`src/rtl/bus_simple_pkg.sv`:
```
// Shared definitions for the simple register slave: register offsets, FSM states and helpers.
package bus_simple_pkg;

    // Width of the interrupt status/enable registers (write-1-to-clear on IRQ_STAT).
    localparam int unsigned IrqWidth = 8;

    // Byte offsets inside the 64-byte register window.
    localparam logic [5:0] RegId       = 6'h00;
    localparam logic [5:0] RegCtrl     = 6'h04;
    localparam logic [5:0] RegStatus   = 6'h08;
    localparam logic [5:0] RegIrqStat  = 6'h0C;
    localparam logic [5:0] RegIrqEn    = 6'h10;
    localparam logic [5:0] RegScratch0 = 6'h14;
    localparam logic [5:0] RegScratch1 = 6'h18;
    localparam logic [5:0] RegScratch2 = 6'h1C;
    localparam logic [5:0] RegCycles   = 6'h20;

    typedef enum logic [1:0] {
        StIdle,
        StWait,
        StResp
    } state_e;

    // Replace only the byte lanes whose strobe bit is set.
    function automatic logic [31:0] apply_wstrb(logic [31:0] old_val, logic [31:0] new_val,
                                                logic [3:0] strb);
        logic [31:0] res;
        res = old_val;
        for (int i = 0; i < 4; i++) begin
            if (strb[i]) begin
                res[8*i +: 8] = new_val[8*i +: 8];
            end
        end
        return res;
    endfunction

endpackage

```
`src/rtl/bus_simple_reg_slave_if.sv`:
```
// Request/response bus between a master and the simple register slave.
interface bus_simple_reg_slave_if;

    logic        m_valid;
    logic        m_write;
    logic [31:0] m_addr;
    logic [31:0] m_wdata;
    logic [3:0]  m_wstrb;
    logic        m_ready;
    logic        m_rvalid;
    logic [31:0] m_rdata;

    modport master (
        output m_valid,
        output m_write,
        output m_addr,
        output m_wdata,
        output m_wstrb,
        input  m_ready,
        input  m_rvalid,
        input  m_rdata
    );

    modport slave (
        input  m_valid,
        input  m_write,
        input  m_addr,
        input  m_wdata,
        input  m_wstrb,
        output m_ready,
        output m_rvalid,
        output m_rdata
    );

endinterface

```
`src/rtl/bus_simple_regbank.sv`:
```
// Register storage, interrupt logic, free-running cycle counter and combinational read mux.
module bus_simple_regbank
    import bus_simple_pkg::*;
#(
    parameter logic [31:0] ID_VALUE = 32'h534E_4E01
) (
    input  logic                clk,
    input  logic                rst_n,
    input  logic                wr_en_i,
    input  logic                hit_i,
    input  logic [3:0]          idx_i,
    input  logic [31:0]         wdata_i,
    input  logic [3:0]          wstrb_i,
    input  logic [31:0]         status_i,
    input  logic [IrqWidth-1:0] irq_set_i,
    output logic [31:0]         rdata_o,
    output logic [31:0]         ctrl_o,
    output logic                irq_o
);

    logic [5:0]          off;
    logic [31:0]         ctrl_q, ctrl_d;
    logic [IrqWidth-1:0] irq_stat_q, irq_stat_d;
    logic [IrqWidth-1:0] irq_en_q, irq_en_d;
    logic [IrqWidth-1:0] irq_clr;
    logic [2:0][31:0]    scratch_q, scratch_d;
    logic [31:0]         cycles_q;
    logic                irq_q;

    assign off = {idx_i, 2'b00};

    // Next-state of writable registers; a set pulse wins over a same-cycle W1C clear.
    always_comb begin
        ctrl_d    = ctrl_q;
        irq_en_d  = irq_en_q;
        scratch_d = scratch_q;
        irq_clr   = '0;
        if (wr_en_i) begin
            case (off)
                RegCtrl:     ctrl_d = apply_wstrb(ctrl_q, wdata_i, wstrb_i);
                RegIrqStat:  if (wstrb_i[0]) irq_clr = wdata_i[IrqWidth-1:0];
                RegIrqEn:    if (wstrb_i[0]) irq_en_d = wdata_i[IrqWidth-1:0];
                RegScratch0: scratch_d[0] = apply_wstrb(scratch_q[0], wdata_i, wstrb_i);
                RegScratch1: scratch_d[1] = apply_wstrb(scratch_q[1], wdata_i, wstrb_i);
                RegScratch2: scratch_d[2] = apply_wstrb(scratch_q[2], wdata_i, wstrb_i);
                default:     ;
            endcase
        end
        irq_stat_d = (irq_stat_q & ~irq_clr) | irq_set_i;
    end

    // Register state with synchronous active-low reset.
    always_ff @(posedge clk) begin
        if (!rst_n) begin
            ctrl_q     <= '0;
            irq_stat_q <= '0;
            irq_en_q   <= '0;
            scratch_q  <= '0;
            cycles_q   <= '0;
            irq_q      <= 1'b0;
        end else begin
            ctrl_q     <= ctrl_d;
            irq_stat_q <= irq_stat_d;
            irq_en_q   <= irq_en_d;
            scratch_q  <= scratch_d;
            cycles_q   <= cycles_q + 32'd1;
            irq_q      <= |(irq_stat_q & irq_en_q);
        end
    end

    // Read mux; misses and unmapped offsets return zero.
    always_comb begin
        rdata_o = '0;
        if (hit_i) begin
            case (off)
                RegId:       rdata_o = ID_VALUE;
                RegCtrl:     rdata_o = ctrl_q;
                RegStatus:   rdata_o = status_i;
                RegIrqStat:  rdata_o = 32'(irq_stat_q);
                RegIrqEn:    rdata_o = 32'(irq_en_q);
                RegScratch0: rdata_o = scratch_q[0];
                RegScratch1: rdata_o = scratch_q[1];
                RegScratch2: rdata_o = scratch_q[2];
                RegCycles:   rdata_o = cycles_q;
                default:     rdata_o = '0;
            endcase
        end
    end

    assign ctrl_o = ctrl_q;
    assign irq_o  = irq_q;

endmodule

```
`src/rtl/bus_simple_reg_slave.sv`:
```
// Simple register slave: request FSM with optional wait states, address decode, register bank.
module bus_simple_reg_slave
    import bus_simple_pkg::*;
#(
    parameter logic [31:0] BASE_ADDR   = 32'h4000_0000,
    parameter logic [31:0] ID_VALUE    = 32'h534E_4E01,
    parameter int unsigned WAIT_STATES = 0
) (
    input  logic                  clk,
    input  logic                  rst_n,
    bus_simple_reg_slave_if.slave bus,
    output logic [31:0]           ctrl_o,
    input  logic [31:0]           status_i,
    input  logic [IrqWidth-1:0]   irq_set_i,
    output logic                  irq_o
);

    localparam logic [3:0] WaitLoad = (WAIT_STATES > 0) ? 4'(WAIT_STATES - 1) : 4'd0;

    state_e      state_q, state_d;
    logic [3:0]  cnt_q, cnt_d;
    logic        write_q, write_d;
    logic [31:0] addr_q, addr_d;
    logic [31:0] wdata_q, wdata_d;
    logic [3:0]  wstrb_q, wstrb_d;
    logic        ready_q, rvalid_q;
    logic [31:0] rdata_q;

    logic        enter_resp;
    logic        in_idle;
    logic        req_write;
    logic [31:0] req_addr;
    logic [31:0] req_wdata;
    logic [3:0]  req_wstrb;
    logic        hit;
    logic        wr_en;
    logic        rd_en;
    logic [31:0] bank_rdata;
    logic        unused_addr_lsb;

    // FSM next state and request capture; enter_resp marks the commit/sample edge.
    always_comb begin
        state_d    = state_q;
        cnt_d      = cnt_q;
        write_d    = write_q;
        addr_d     = addr_q;
        wdata_d    = wdata_q;
        wstrb_d    = wstrb_q;
        enter_resp = 1'b0;
        unique case (state_q)
            StIdle: begin
                if (bus.m_valid) begin
                    write_d = bus.m_write;
                    addr_d  = bus.m_addr;
                    wdata_d = bus.m_wdata;
                    wstrb_d = bus.m_wstrb;
                    if (WAIT_STATES > 0) begin
                        state_d = StWait;
                        cnt_d   = WaitLoad;
                    end else begin
                        state_d    = StResp;
                        enter_resp = 1'b1;
                    end
                end
            end
            StWait: begin
                if (cnt_q == 4'd0) begin
                    state_d    = StResp;
                    enter_resp = 1'b1;
                end else begin
                    cnt_d = cnt_q - 4'd1;
                end
            end
            StResp: state_d = StIdle;
            default: state_d = StIdle;
        endcase
    end

    // With no wait states the commit edge is the accepting edge, so use the live request then.
    assign in_idle         = (state_q == StIdle);
    assign req_write       = in_idle ? bus.m_write : write_q;
    assign req_addr        = in_idle ? bus.m_addr  : addr_q;
    assign req_wdata       = in_idle ? bus.m_wdata : wdata_q;
    assign req_wstrb       = in_idle ? bus.m_wstrb : wstrb_q;
    assign unused_addr_lsb = ^req_addr[1:0];

    assign hit   = (req_addr[31:6] == BASE_ADDR[31:6]);
    assign wr_en = enter_resp & req_write & hit;
    assign rd_en = enter_resp & ~req_write;

    // FSM state, captured request and registered response pulses.
    always_ff @(posedge clk) begin
        if (!rst_n) begin
            state_q  <= StIdle;
            cnt_q    <= '0;
            write_q  <= 1'b0;
            addr_q   <= '0;
            wdata_q  <= '0;
            wstrb_q  <= '0;
            ready_q  <= 1'b0;
            rvalid_q <= 1'b0;
            rdata_q  <= '0;
        end else begin
            state_q  <= state_d;
            cnt_q    <= cnt_d;
            write_q  <= write_d;
            addr_q   <= addr_d;
            wdata_q  <= wdata_d;
            wstrb_q  <= wstrb_d;
            ready_q  <= enter_resp;
            rvalid_q <= rd_en;
            rdata_q  <= rd_en ? bank_rdata : 32'h0;
        end
    end

    bus_simple_regbank #(
        .ID_VALUE (ID_VALUE)
    ) u_regbank (
        .clk       (clk),
        .rst_n     (rst_n),
        .wr_en_i   (wr_en),
        .hit_i     (hit),
        .idx_i     (req_addr[5:2]),
        .wdata_i   (req_wdata),
        .wstrb_i   (req_wstrb),
        .status_i  (status_i),
        .irq_set_i (irq_set_i),
        .rdata_o   (bank_rdata),
        .ctrl_o    (ctrl_o),
        .irq_o     (irq_o)
    );

    assign bus.m_ready  = ready_q;
    assign bus.m_rvalid = rvalid_q;
    assign bus.m_rdata  = rdata_q;

endmodule

```
`src/flat_wrapper.sv`:
```
// flat-port wrapper written by rule: the top's interface ports become plain ports
module bus_simple_reg_slave_flat import bus_simple_pkg::*;
#(
    parameter logic [31:0] BASE_ADDR   = 32'h4000_0000,
    parameter logic [31:0] ID_VALUE    = 32'h534E_4E01,
    parameter int unsigned WAIT_STATES = 0
)
  (clk, rst_n, ctrl_o, status_i, irq_set_i, irq_o, bus_m_valid, bus_m_write, bus_m_addr, bus_m_wdata, bus_m_wstrb, bus_m_ready, bus_m_rvalid, bus_m_rdata);
  bus_simple_reg_slave_if bus_i ();
  input  logic clk;
  input  logic rst_n;
  output logic [31:0] ctrl_o;
  input  logic [31:0] status_i;
  input  logic [IrqWidth-1:0] irq_set_i;
  output logic irq_o;
  input wire logic [$bits(bus_i.m_valid)-1:0] bus_m_valid;
  input wire logic [$bits(bus_i.m_write)-1:0] bus_m_write;
  input wire logic [$bits(bus_i.m_addr)-1:0] bus_m_addr;
  input wire logic [$bits(bus_i.m_wdata)-1:0] bus_m_wdata;
  input wire logic [$bits(bus_i.m_wstrb)-1:0] bus_m_wstrb;
  output wire logic [$bits(bus_i.m_ready)-1:0] bus_m_ready;
  output wire logic [$bits(bus_i.m_rvalid)-1:0] bus_m_rvalid;
  output wire logic [$bits(bus_i.m_rdata)-1:0] bus_m_rdata;
  assign bus_i.m_valid = bus_m_valid;
  assign bus_i.m_write = bus_m_write;
  assign bus_i.m_addr = bus_m_addr;
  assign bus_i.m_wdata = bus_m_wdata;
  assign bus_i.m_wstrb = bus_m_wstrb;
  assign bus_m_ready = bus_i.m_ready;
  assign bus_m_rvalid = bus_i.m_rvalid;
  assign bus_m_rdata = bus_i.m_rdata;
  bus_simple_reg_slave #(.BASE_ADDR(BASE_ADDR), .ID_VALUE(ID_VALUE), .WAIT_STATES(WAIT_STATES)) u_core (.clk(clk), .rst_n(rst_n), .bus(bus_i), .ctrl_o(ctrl_o), .status_i(status_i), .irq_set_i(irq_set_i), .irq_o(irq_o));
endmodule
```
`config.mk`:
```
export PLATFORM = sky130hd
export DESIGN_NAME = bus_simple_reg_slave_flat
export DESIGN_NICKNAME = d
export VERILOG_FILES = /design/src/rtl/bus_simple_pkg.sv /design/src/rtl/bus_simple_reg_slave_if.sv /design/src/rtl/bus_simple_regbank.sv /design/src/rtl/bus_simple_reg_slave.sv /design/src/flat_wrapper.sv
export SDC_FILE = /design/constraint.sdc
export NUM_CORES = 1
export LEC_CHECK = 0
export BUFFER_PORTS_ARGS = -buffer_cell sky130_fd_sc_hd__buf_2
export CAP_MARGIN = 25
export CORE_MARGIN = 8
export CORE_UTILIZATION = 52
export DETAILED_ROUTE_END_ITERATION = 16
export GPL_TIMING_DRIVEN = 0
export PLACE_DENSITY = 0.86
export SETUP_SLACK_MARGIN = 0.2
export SYNTH_ARGS = -nofsm -noshare
export SYNTH_HDL_FRONTEND = slang
export SYNTH_SLANG_ARGS = --single-unit
```
`constraint.sdc`:
```
create_clock -name clk -period 2.7 [get_ports clk]
set_input_delay 0.675 -clock clk [delete_from_list [all_inputs] [get_ports clk]]
set_output_delay 0.675 -clock clk [all_outputs]
set_load 0.005 [all_outputs]
```
* Word-level counts from Yosys, hierarchy flattened
Cells that the tools add are included.
Word-level totals: register bits after elaboration 286, latch bits 0, bits in writable memories 0, bits in read-only memories 0, input port bits 112, output and inout port bits 67, memories kept 0
Cells by class: add/subtract/negate cells 2, multiply operators 0, div/mod/pow operators 0, order comparisons 0, equal/unequal tests 12, shifts and indexed selects 0, mux-type cells 14, bitwise logic cells 9, reduce and logical (&&, ||, !) cells 25
Operators with widths (number):
- $pmux 32 s9 | 1
- $mux 32 | 2
- $reduce_and 3->1 | 18
- $add 32x1->32 const B | 1
- $eq 26x25->1 const B | 1
- $mux 8 | 3
- $and 8x8->8 | 2
- $eq 4x3->1 const B | 4
- $eq 4x2->1 const B | 2
- $not 8->8 | 1
- $or 8x8->8 | 1
- $reduce_or 8->1 | 1
- $logic_not 6->1 | 1
- $reduce_and 2->1 | 3
- $eq 4x1->1 const B | 1
- $eq 4x4->1 const B | 1
- $logic_not 4->1 | 1
- $mux 2 | 2
- $mux 4 | 1
- $pmux 2 s2 | 1
- $sub 4x1->4 const B | 1
- $and 1x1->1 | 3
- $mux 1 | 3
- $eq 2x1->1 const B | 1
- 5 further kinds | 6

* Longest topological paths before layout
Gate-level depths: netlist of the first run.
depth after elaboration 9, depth in mapped cells 10

* Modules after synthesis
From an unflattened synthesis of the first run, not the netlist that was laid out.
Second synthesis, totals: cell total of the unflattened synthesis 1403, area, all modules 12119.1 um^2
Modules (own cells, without submodules):
- bus_simple_regbank | times used 1, cells each 970, area an instance 8115.3 um^2, sequential area each 3543.4 um^2
- bus_simple_reg_slave | times used 1, cells each 433, area an instance 4003.8 um^2, sequential area each 2021.9 um^2

* Worst setup path after synthesis of the first run
No wires, ideal clock.
kind input port to flip-flop, start point in bus_m_addr[17], end point reg u_core.u_regbank.ctrl_q[0] (netlist: u_core.u_regbank.ctrl_o[0]), library setup time 123 ps, arrival 2141 ps, required time 2577 ps, setup slack 436 ps, stages 6, buffers on the path 1, cells stage by stage nor4_1 > nand4_1 > mux2i_4 > buf_8 > nand4_4 > mux2i_1
Between the ends: cells in the longest elaborated chain, start to end 4
Ends and longest elaborated chain:
- start, declared | line flat_wrapper.sv:18 | input wire logic [$bits(bus_i.m_addr)-1:0] bus_m_addr;
- $mux 32 | line bus_simple_reg_slave.sv:82 | assign req_addr = in_idle ? bus.m_addr : addr_q;
- $eq 26x25->1 | line bus_simple_reg_slave.sv:87 | assign hit = (req_addr[31:6] == BASE_ADDR[31:6]);
- $and 1x1->1 | line bus_simple_reg_slave.sv:88 | assign wr_en = enter_resp & req_write & hit;
- $reduce_and 3->1 (no line)
- end signal, assigned | line bus_simple_regbank.sv:62 | ctrl_q <= ctrl_d;
- end, declared | line bus_simple_regbank.sv:22 | logic [31:0] ctrl_q, ctrl_d;
Every way passes these cells. A chain may end at the register's enable or synchronous reset.

* Worst setup path in the final report of the first run
start point reg u_core.state_q[1], end point reg u_core.rdata_q[15] (netlist: u_core.bus.m_rdata[15])
Between the ends: cells in the longest elaborated chain, start to end 5, elaborated cells between the ends (all ways) 19
Ends and longest elaborated chain:
- start, declared | line bus_simple_reg_slave.sv:20 | state_e state_q, state_d;
- start signal, assigned | line bus_simple_reg_slave.sv:94 | state_q <= StIdle;
- start signal, assigned | line bus_simple_reg_slave.sv:104 | state_q <= state_d;
- branches (longest 5 deep; another with $mux 32)
- end signal, assigned | line bus_simple_reg_slave.sv:112 | rdata_q <= rd_en ? bank_rdata : 32'h0;
- end, declared | line bus_simple_reg_slave.sv:27 | logic [31:0] rdata_q;
Parallel ways; which one is timed is not known.

==> results.cfg, run 1 <==
[run_status]
status = finished, final reports clean

[synth]
yosys.area_share.simple_pct = 19.31
ys_async_sr_fraction_pct = 0
synthFlopType = dfxtp_1
synth_warnings = 0
yosysMostFrequentCell = nand2_1
muxShareOfSynthArea_pct = 14.72
synth_top_area_cell = dfxtp_1
syn-num-nets = 1386
synth_area_leaders = dfxtp_1 46%, mux2i_1 11%, nand2_1 11%
seq_area_frac_synth_pct = 46.29
netlist_area_um2 = 11850
synth_top_family_by_area = simple AND/OR/NAND/NOR gates
synthCells = 1273
synth_fa_ha_area_share_pct = 0.1056
synth-compound-area-share_pct = 13.26
ys_ff_latch = 274
synth_edf_count = 0
synth_top_area_share_pct = 46.29
synthDistinctLibCells = 55
avgSynthCellArea_um2 = 9.309
synth_xor_area_share_pct = 2.069
synth_common_cells = 333 x nand2_1, 274 x dfxtp_1, 136 x mux2i_1, 67 x a21oi_1, 67 x a22oi_1

[floorplan]
std_cell_rows = 55
io_pins = 179
core_um2 = 22500
die_y_um = 167.0
dieArea_um2 = 27880
die_w_um = 167.0
initial_core_util_pct = 52.66

[setup_path]
worstPathRequired_ps = 3130
path_delay_family = compound AO/OA/AOI/OAI gates
cp_num_buf_inv = 2
slowest_delay_ps = 770
cp_common_cell = buf_6
startpoint_type = flop
path_class = flop to flop
slowest_stage = o32ai_4
cp_cell_sequence = buf_6 -> or3b_4 -> o32ai_4 -> buf_6 -> a22oi_1 -> a31oi_1
crit_path_end_kind = flop
cp_max_fo = 10
worstPathArrival_ps = 2930

[clock_network]
clockBufferDepth = 3
htree_levels = 1
clock_sinks = 274
cts_tree = yes
cts_made_buffers = 28
cts.root.buffer_cell = clkbuf_16
clkTransAtPathRegs_ps = 60
clk_latency_ps = 560
ctsHoldBuffers = 0

[place]
placement.cell_area_um2 = 13070
portBuffers = 173
place_ws_ps = -476.4
dp_hpwl_um = 27880
gp_congestion = 0.9291
placed_cells = 1731

[power_and_ir_drop]
p_per_area_nw_per_um2 = 632.1
leakage_uw = 0.006414
irDropWorstVdd_uv = 491.1
power_uw = 8898

[layout]
fin_nets = 1590
final_cells = 1783
diodes = 0
final_area_um2 = 14080
area_growth_pct = 18.80
layout-drive-gt1-share_pct = 21.03

[timing]
skew_ps = 19.21
hold_viol = 0
max-slew-margin-rel_pct = 37.67
fmax_mhz = 399.1
rsz0062_at_grt = yes
post-route-min-period_ps = 2506
setup_slack_ps = 194.1
setup_viol = 0
worst_slew_pin_slew_ps = 934.9
slew_violations = 0
fin_crit_sh_pct = 92.81

[routing]
first_pass_iters = 8
drc = 0
final_antenna_net_count = 0
wl_per_cell_um = 21.16
postRouteWirelength_um = 37720
viasPerCell = 6.076
dr_total_vias = 10830
drtIter0Drc = 1499

[global_route]
track_usage_pct = 25.94
overflow = 0
antenna_found_initial = 2
grt_pass1_wl_um = 58440
grt_pass1_vias = 10710
grt_max_degree = 15

[hold_path]
min_path_type = primary input to flop

[run]
maxCapViolations = 0
## stage by stage
| step | TNS [ps] | util (%) | hold slack, ps |
|---|---|---|---|
| floorplan | 0 | - | 431.6 |
| global placement | -14690 | 58.09 | 438.1 |
| detailed placement | -23070 | 58.09 | 443.1 |
| CTS | 0 | 62.51 | 364.7 |
| global route | 0 | 62.56 | 373.1 |
| finish | 0 | 62.56 | 365.1 |
## area by class of cell
type / count / area (µm²)
Buffer: 93 / 462.9
Clock buffer: 43 / 857.1
Clock inverter: 8 / 128.9
Fill cell: 1732 / 8424
Inverter: 12 / 45.04
Multi-Input combinational cell: 894 / 5869
Sequential cell: 274 / 5485
Tap cell: 285 / 356.6
Timing Repair Buffer: 174 / 873.3
## path summary, 6_finish.rpt
kind | to | slack (ps) | from | cells after the start
max | u_core.bus.m_rdata[15] | 190 | u_core.state_q[1] | 6
min | u_core.wdata_q[11] | 370 | bus_m_wdata[11] | 3
max reg2reg | u_core.bus.m_rdata[15] | 190 | u_core.state_q[1] | 6
min reg2reg | u_core.wdata_q[7] | 450 | u_core.wdata_q[7] | 2
## tightest hold or removal path, stage by stage
cell,delay [ps]
buf_2,100
nand2_1,50
a21oi_1,50
## metal layers
| metal | track usage [%] | wire length, µm | up-vias |
|---|---|---|---|
| met5 | 0 | 22 | - |
| met4 | 14.02 | 1949 | 4 |
| met3 | 5.272 | 3773 | 151 |
| met2 | 41.88 | 17220 | 658 |
| met1 | 32.11 | 14760 | 5099 |
| li1 | - | - | 4922 |
## registers in the layout (all words and copies together), names as in the netlist
name,flops
u_core.bus.m_rvalid,1
u_core.u_regbank.irq_en_q,8
u_core.u_regbank.cycles_q,32
u_core.state_q,1
u_core.u_regbank.irq_stat_q,8
u_core.wdata_q,32
u_core.bus.m_ready,1
u_core.addr_q,30
u_core.u_regbank.scratch_q,96
u_core.bus.m_rdata,32
u_core.u_regbank.ctrl_o,32
u_core.u_regbank.irq_o,1
## report_power, final
group | switching, µW | internal, µW
clock network | 1630 | 2460
logic | 433 | 216
registers | 48.6 | 4110
total | 2110 | 6790
## cell usage in the layout, fill, tap and decap left out, drive strengths merged, types with 30 or more instances in the layout
master    n
nand4    30
mux2i   137
clkbuf  100
nor2     34
nand2   333
buf     210
a21oi    67
a22oi    68
mux2     32
dfxtp   274
## cell families (layout without fill, tap and decap cells)
family | Yosys count | count (layout)
flip-flops | 274 | 274
AND/OR/NAND/NOR | 473 | 473
XOR/XNOR | 28 | 28
multiplexers | 169 | 169
buffers and inverters | 105 | 330
AO/OA/AOI/OAI | 223 | 223
adder cells (fa/ha/maj) | 1 | 1
## what timing repair did
action,CTS,global route
endpoints found under the setup margin,26,27
setup buffers,1,0
endpoints found under the hold margin,0,0
pin swaps,0,0
resized for setup,1,8
No activity file was read; power rests on OpenSTA's default activity.
==> run 2: changes to the inputs <==
--- a/config.mk
+++ b/config.mk
@@ -10,7 +10,6 @@
 export CORE_MARGIN = 8
 export CORE_UTILIZATION = 52
 export DETAILED_ROUTE_END_ITERATION = 16
-export GPL_TIMING_DRIVEN = 0
 export PLACE_DENSITY = 0.86
 export SETUP_SLACK_MARGIN = 0.2
 export SYNTH_ARGS = -nofsm -noshare
==> constraint.sdc (replaced) <==
create_clock -name clk -period 2.7 [get_ports clk]
set_input_delay 0.405 -clock clk [delete_from_list [all_inputs] [get_ports clk]]
set_output_delay 0.405 -clock clk [all_outputs]
set_load 0.005 [all_outputs]
==> results.cfg, run 2 (synthesized netlist as in run 1, its figures left out) <==
[layout]
final_area_um2 = 13810
fin_util_pct = 61.36
final_cells = 1714
mostFrequentLayoutCells = 333 x nand2_1, 273 x dfxtp_1, 175 x buf_2
largest_register = u_core.u_regbank.scratch_q
fillers = 1710
layout-drive-gt1-share_pct = 21.30
area_growth_pct = 16.52
final_common_cell = nand2_1
fin_nets = 1528
largest_reg_flops = 96

[place]
placement.cell_area_um2 = 12960
dp_hpwl_um = 23130
portBuffers = 176
gp_congestion = 0.8586
placed_cells = 1670

[global_route]
overflow = 0
grt_pass1_vias = 10350
track_usage_pct = 23.22
antenna_found_initial = 6
grt_pass1_wl_um = 53410
grt_max_degree = 161

[timing]
fin_crit_sh_pct = 89.84
worst_slew_pin_slew_ps = 974.8
skew_ps = 12.97
post-route-min-period_ps = 2426
max-slew-margin-rel_pct = 35.01
fmax_mhz = 412.2
slew_violations = 0
rsz0062_at_grt = no
hold_viol = 0
timing.setup.tns_ps = 0
setup_viol = 0

[setup_path]
path_delay_family = simple AND/OR/NAND/NOR gates
cp_cell_sequence = nor4b_1 -> nand2_1 -> o41ai_4 -> buf_4 -> nand4_4 -> mux2i_1
path_class = flop to flop
worstPathRequired_ps = 3150
startpoint_type = flop
worstPathArrival_ps = 2880
cp_num_buf_inv = 1
cp_max_fo = 20
crit_path_end_kind = flop
slowest_delay_ps = 540
slowest_stage = dfxtp_2

[clock_network]
clock_sinks = 274
clk_latency_ps = 540
cts_made_buffers = 28
clkTransAtPathRegs_ps = 60
ctsHoldBuffers = 0
cts.root.buffer_cell = clkbuf_16
clockBufferDepth = 3
htree_levels = 1
cts_tree = yes

[routing]
drc = 0
viasPerCell = 6.009
drtIter0Drc = 1101
first_pass_iters = 6
postRouteWirelength_um = 33830
dr_total_vias = 10300
wl_per_cell_um = 19.73
final_antenna_net_count = 0

[run_status]
status = finished, final reports clean

[hold_path]
min_path_type = primary input to flop

[power_and_ir_drop]
p_per_area_nw_per_um2 = 604.2
leakage_uw = 0.006269
irDropWorstVdd_uv = 436.3

[run]
maxCapViolations = 0

[floorplan]
dieArea_um2 = 27880
io_pins = 179
die_y_um = 167.0
std_cell_rows = 55
initial_core_util_pct = 52.66
core_um2 = 22500
die_w_um = 167.0
-- run 2: cell types whose count changed in the layout (fill, tap and decap cells not counted), moves of 5 or more --
cell and delta:
buf_1 -7, clkbuf_8 -5, clkbuf_1 -50, buf_12 +7, clkbuf_2 -6, buf_6 -5, buf_2 -14, buf_4 +16
-- run 2: cell type report --
cell class / instances / area (µm²) / area share, %
Clock inverter: 3 / 17.52 / 0.1269
Sequential cell: 274 / 5487 / 39.73
Tap cell: 285 / 356.6 / 2.582
Multi-Input combinational cell: 894 / 5896 / 42.70
Timing Repair Buffer: 205 / 1189 / 8.608
Clock buffer: 39 / 813.3 / 5.890
Inverter: 12 / 45.04 / 0.3262
Antenna cell: 2 / 5.005 / 0.03625
-- run 2: tightest hold or removal path: stages --
cell     delay, ps
buf_2          100
nand2_1         50
a21oi_1         50
-- run 2: timing repair --
| item | in CTS | in global routing |
|---|---|---|
| setup buffers | 0 | 0 |
| endpoints found under the setup margin | 0 | 1 |
| hold endpoints to repair | 0 | 0 |
| resized for setup | 0 | 1 |
-- run 2: metal layers --
| layer | GRT usage [%] | vias to the layer above | wire (µm) |
|---|---|---|---|
| li1 | - | 4800 | - |
| met3 | 6.241 | 105 | 3368 |
| met2 | 37.64 | 494 | 15470 |
| met4 | 10.30 | 6 | 1296 |
| met5 | 0 | - | 41 |
| met1 | 28.54 | 4894 | 13650 |
-- run 2: path summary, 6_finish.rpt --
kind,startpoint,cells after the start,slack [ps],to
worst max-delay path,u_core.state_q[1],6,270,u_core.u_regbank.scratch_q[93]
worst min-delay path,bus_m_addr[24],3,110,u_core.addr_q[24]
worst max register to register,u_core.state_q[1],6,270,u_core.u_regbank.scratch_q[93]
worst min register to register,u_core.wdata_q[25],2,450,u_core.wdata_q[25]
-- run 2: power breakdown --
group / total, µW / switching (µW) / internal [µW]
clock network: 3580 / 1510 / 2060
registers: 4170 / 53.5 / 4110
logic: 601 / 387 / 214
-- run 2: through the flow --
step,total power [µW],hold slack [ps],worst slack (ps)
after floorplan,4603,431.6,705.9
after global placement,4819,437.7,398.3
after detailed placement,4836,444.9,306.8
after CTS,8346,103.0,291.7
after global routing,8586,116.8,217.2
final,8343,110.7,274.2
==> run 3: changes to the inputs <==
--- a/config.mk
+++ b/config.mk
@@ -7,11 +7,13 @@
 export LEC_CHECK = 0
 export BUFFER_PORTS_ARGS = -buffer_cell sky130_fd_sc_hd__buf_2
 export CAP_MARGIN = 25
-export CORE_MARGIN = 8
+export CORE_ASPECT_RATIO = 1.2
+export CORE_MARGIN = 3
 export CORE_UTILIZATION = 52
 export DETAILED_ROUTE_END_ITERATION = 16
 export PLACE_DENSITY = 0.86
 export SETUP_SLACK_MARGIN = 0.2
+export SLEW_MARGIN = 20
 export SYNTH_ARGS = -nofsm -noshare
 export SYNTH_HDL_FRONTEND = slang
 export SYNTH_SLANG_ARGS = --single-unit
==> results.cfg, run 3 (synthesized netlist as in run 1, its figures left out) <==
[clock_network]
cts_made_buffers = 27
cts_tree = yes
cts.root.buffer_cell = clkbuf_16
clockBufferDepth = 3
post_cts_buffers = 0
clock_sinks = 274
clk_latency_ps = 530
cts.repair.resized = 0
clkTransAtPathRegs_ps = 60
ctsHoldBuffers = 0
htree_levels = 1

[place]
portBuffers = 176
placed_cells = 1664
gp_congestion = 0.8753
dp_hpwl_um = 22540

[power_and_ir_drop]
leakage_uw = 0.006332
irDropWorstVdd_uv = 501.4
p_per_area_nw_per_um2 = 619.6

[timing]
timing.setup.tns_ps = 0
rsz0062_at_grt = no
hold_ws_ps = 115.4
worst_slew_pin_slew_ps = 1006
fmax_mhz = 421.9
post-route-min-period_ps = 2370
setup_viol = 0
slew_violations = 0
hold_viol = 0
max-slew-margin-rel_pct = 32.95
skew_ps = 19.70
fin_crit_sh_pct = 87.78

[routing]
drtIter0Drc = 974
dr_total_vias = 10360
viasPerCell = 6.074
met3WireLength_um = 2526
first_pass_iters = 6
wl_per_cell_um = 19.30
postRouteWirelength_um = 32930
wl_met2_um = 16140
final_antenna_net_count = 0
drc = 0
drt-met1-wl_um = 12710
top_layer = met5

[setup_path]
worstPathArrival_ps = 2820
worstPathRequired_ps = 3150
reg2reg_slack_ps = 330
cp_max_fo = 17
startpoint_type = flop
crit_path_end_kind = flop
reg2reg_depth = 6
reg2reg_to = u_core.u_regbank.scratch_q[18]
path_class = flop to flop
worstReg2RegStart = u_core.state_q[1]

[floorplan]
std_cell_rows = 59
io_pins = 179
die_y_um = 171.4
initial_core_util_pct = 53.69
dieArea_um2 = 24640
die_w_um = 143.8
core_um2 = 22070

[hold_path]
min_path_type = primary input to flop
hold_depth = 3
hold-path-endpoint = u_core.wdata_q[17]
holdCritStartpoint = bus_m_wdata[17]

[layout]
final_common_cell = nand2_1
largest_register = u_core.u_regbank.scratch_q
area_growth_pct = 17.05
largest_reg_flops = 96
fin_nets = 1532
layout-drive-gt1-share_pct = 21.72
diodes = 0
mostFrequentLayoutCells = 333 x nand2_1, 273 x dfxtp_1, 175 x buf_2
final_cells = 1706

[run]
maxCapViolations = 0

[global_route]
grt_pass1_wl_um = 51450
grt_pass1_vias = 10070
antenna_found_initial = 1
grt_max_degree = 180
overflow = 0
track_usage_pct = 25.72

[run_status]
status = finished, final reports clean
[run 3: changes by cell type in the layout (fill, tap and decap cells not counted)]
| cell | previous run | this run |
|---|---|---|
| clkinvlp_4 | 1 | 0 |
| buf_4 | 23 | 30 |
| clkbuf_16 | 29 | 27 |
| bufinv_16 | 0 | 4 |
| clkbuf_1 | 5 | 3 |
| buf_12 | 7 | 5 |
| diode_2 | 2 | 0 |
| clkinv_2 | 2 | 3 |
| nand4_4 | 15 | 16 |
| nand4_2 | 3 | 2 |
[run 3: area by class of cell]
cell class,count,area [µm²]
fillers,1730,8202
multi-input cells,894,5904
flip-flops and latches,274,5487
repair buffers,210,1201
clock buffers,35,755.7
well taps,274,342.8
clock inverters,7,135.1
inverters,12,45.04
[run 3: metrics by stage]
step	power, µW	instance area (µm²)	setup slack (ps)	utilization (%)
2_1_floorplan	4603	11850	705.9	-
3_3_place_gp	4817	12960	338.4	58.73
3_5_place_dp	4835	12960	252.5	58.73
4_1_cts	8626	13850	223.5	62.76
5_1_grt	8859	13870	225.3	62.84
6_report	8594	13870	329.8	62.84
[run 3: power by group]
part	switching, µW	total, µW	internal, µW
Clock	1510	3830	2320
Sequential	51.1	4160	4110
Combinational	384	598	214
Total	1950	8590	6650
[run 3: per-layer routing]
metal  track usage (%)  up-vias
li1                  -     4795
met3             3.893      101
met2             44.90      522
met4             11.92        2
met5                 0        -
met1             31.08     4943
[run 3: critical path, cell delays in order, from the launching register on]
cell and delay, ps:
dfxtp_2 500, nor4b_1 280, nand2_1 130, o41ai_4 470, buf_12 250, nand4_2 370, mux2i_1 280
[run 3: how the worst max path moves through the flow]
stage                                endpoint              start  slack (ps)  depth (start not counted)
2_1_floorplan      u_core.u_regbank.ctrl_o[0]     bus_m_addr[17]         710                          6
4_1_cts         u_core.u_regbank.scratch_q[2]  u_core.state_q[1]         220                          6
5_1_grt        u_core.u_regbank.scratch_q[18]  u_core.state_q[1]         230                          6
3_5_place_dp    u_core.u_regbank.scratch_q[2]  u_core.state_q[1]         250                          6
3_3_place_gp    u_core.u_regbank.scratch_q[3]  u_core.state_q[1]         340                          6
6_report       u_core.u_regbank.scratch_q[18]  u_core.state_q[1]         330                          6
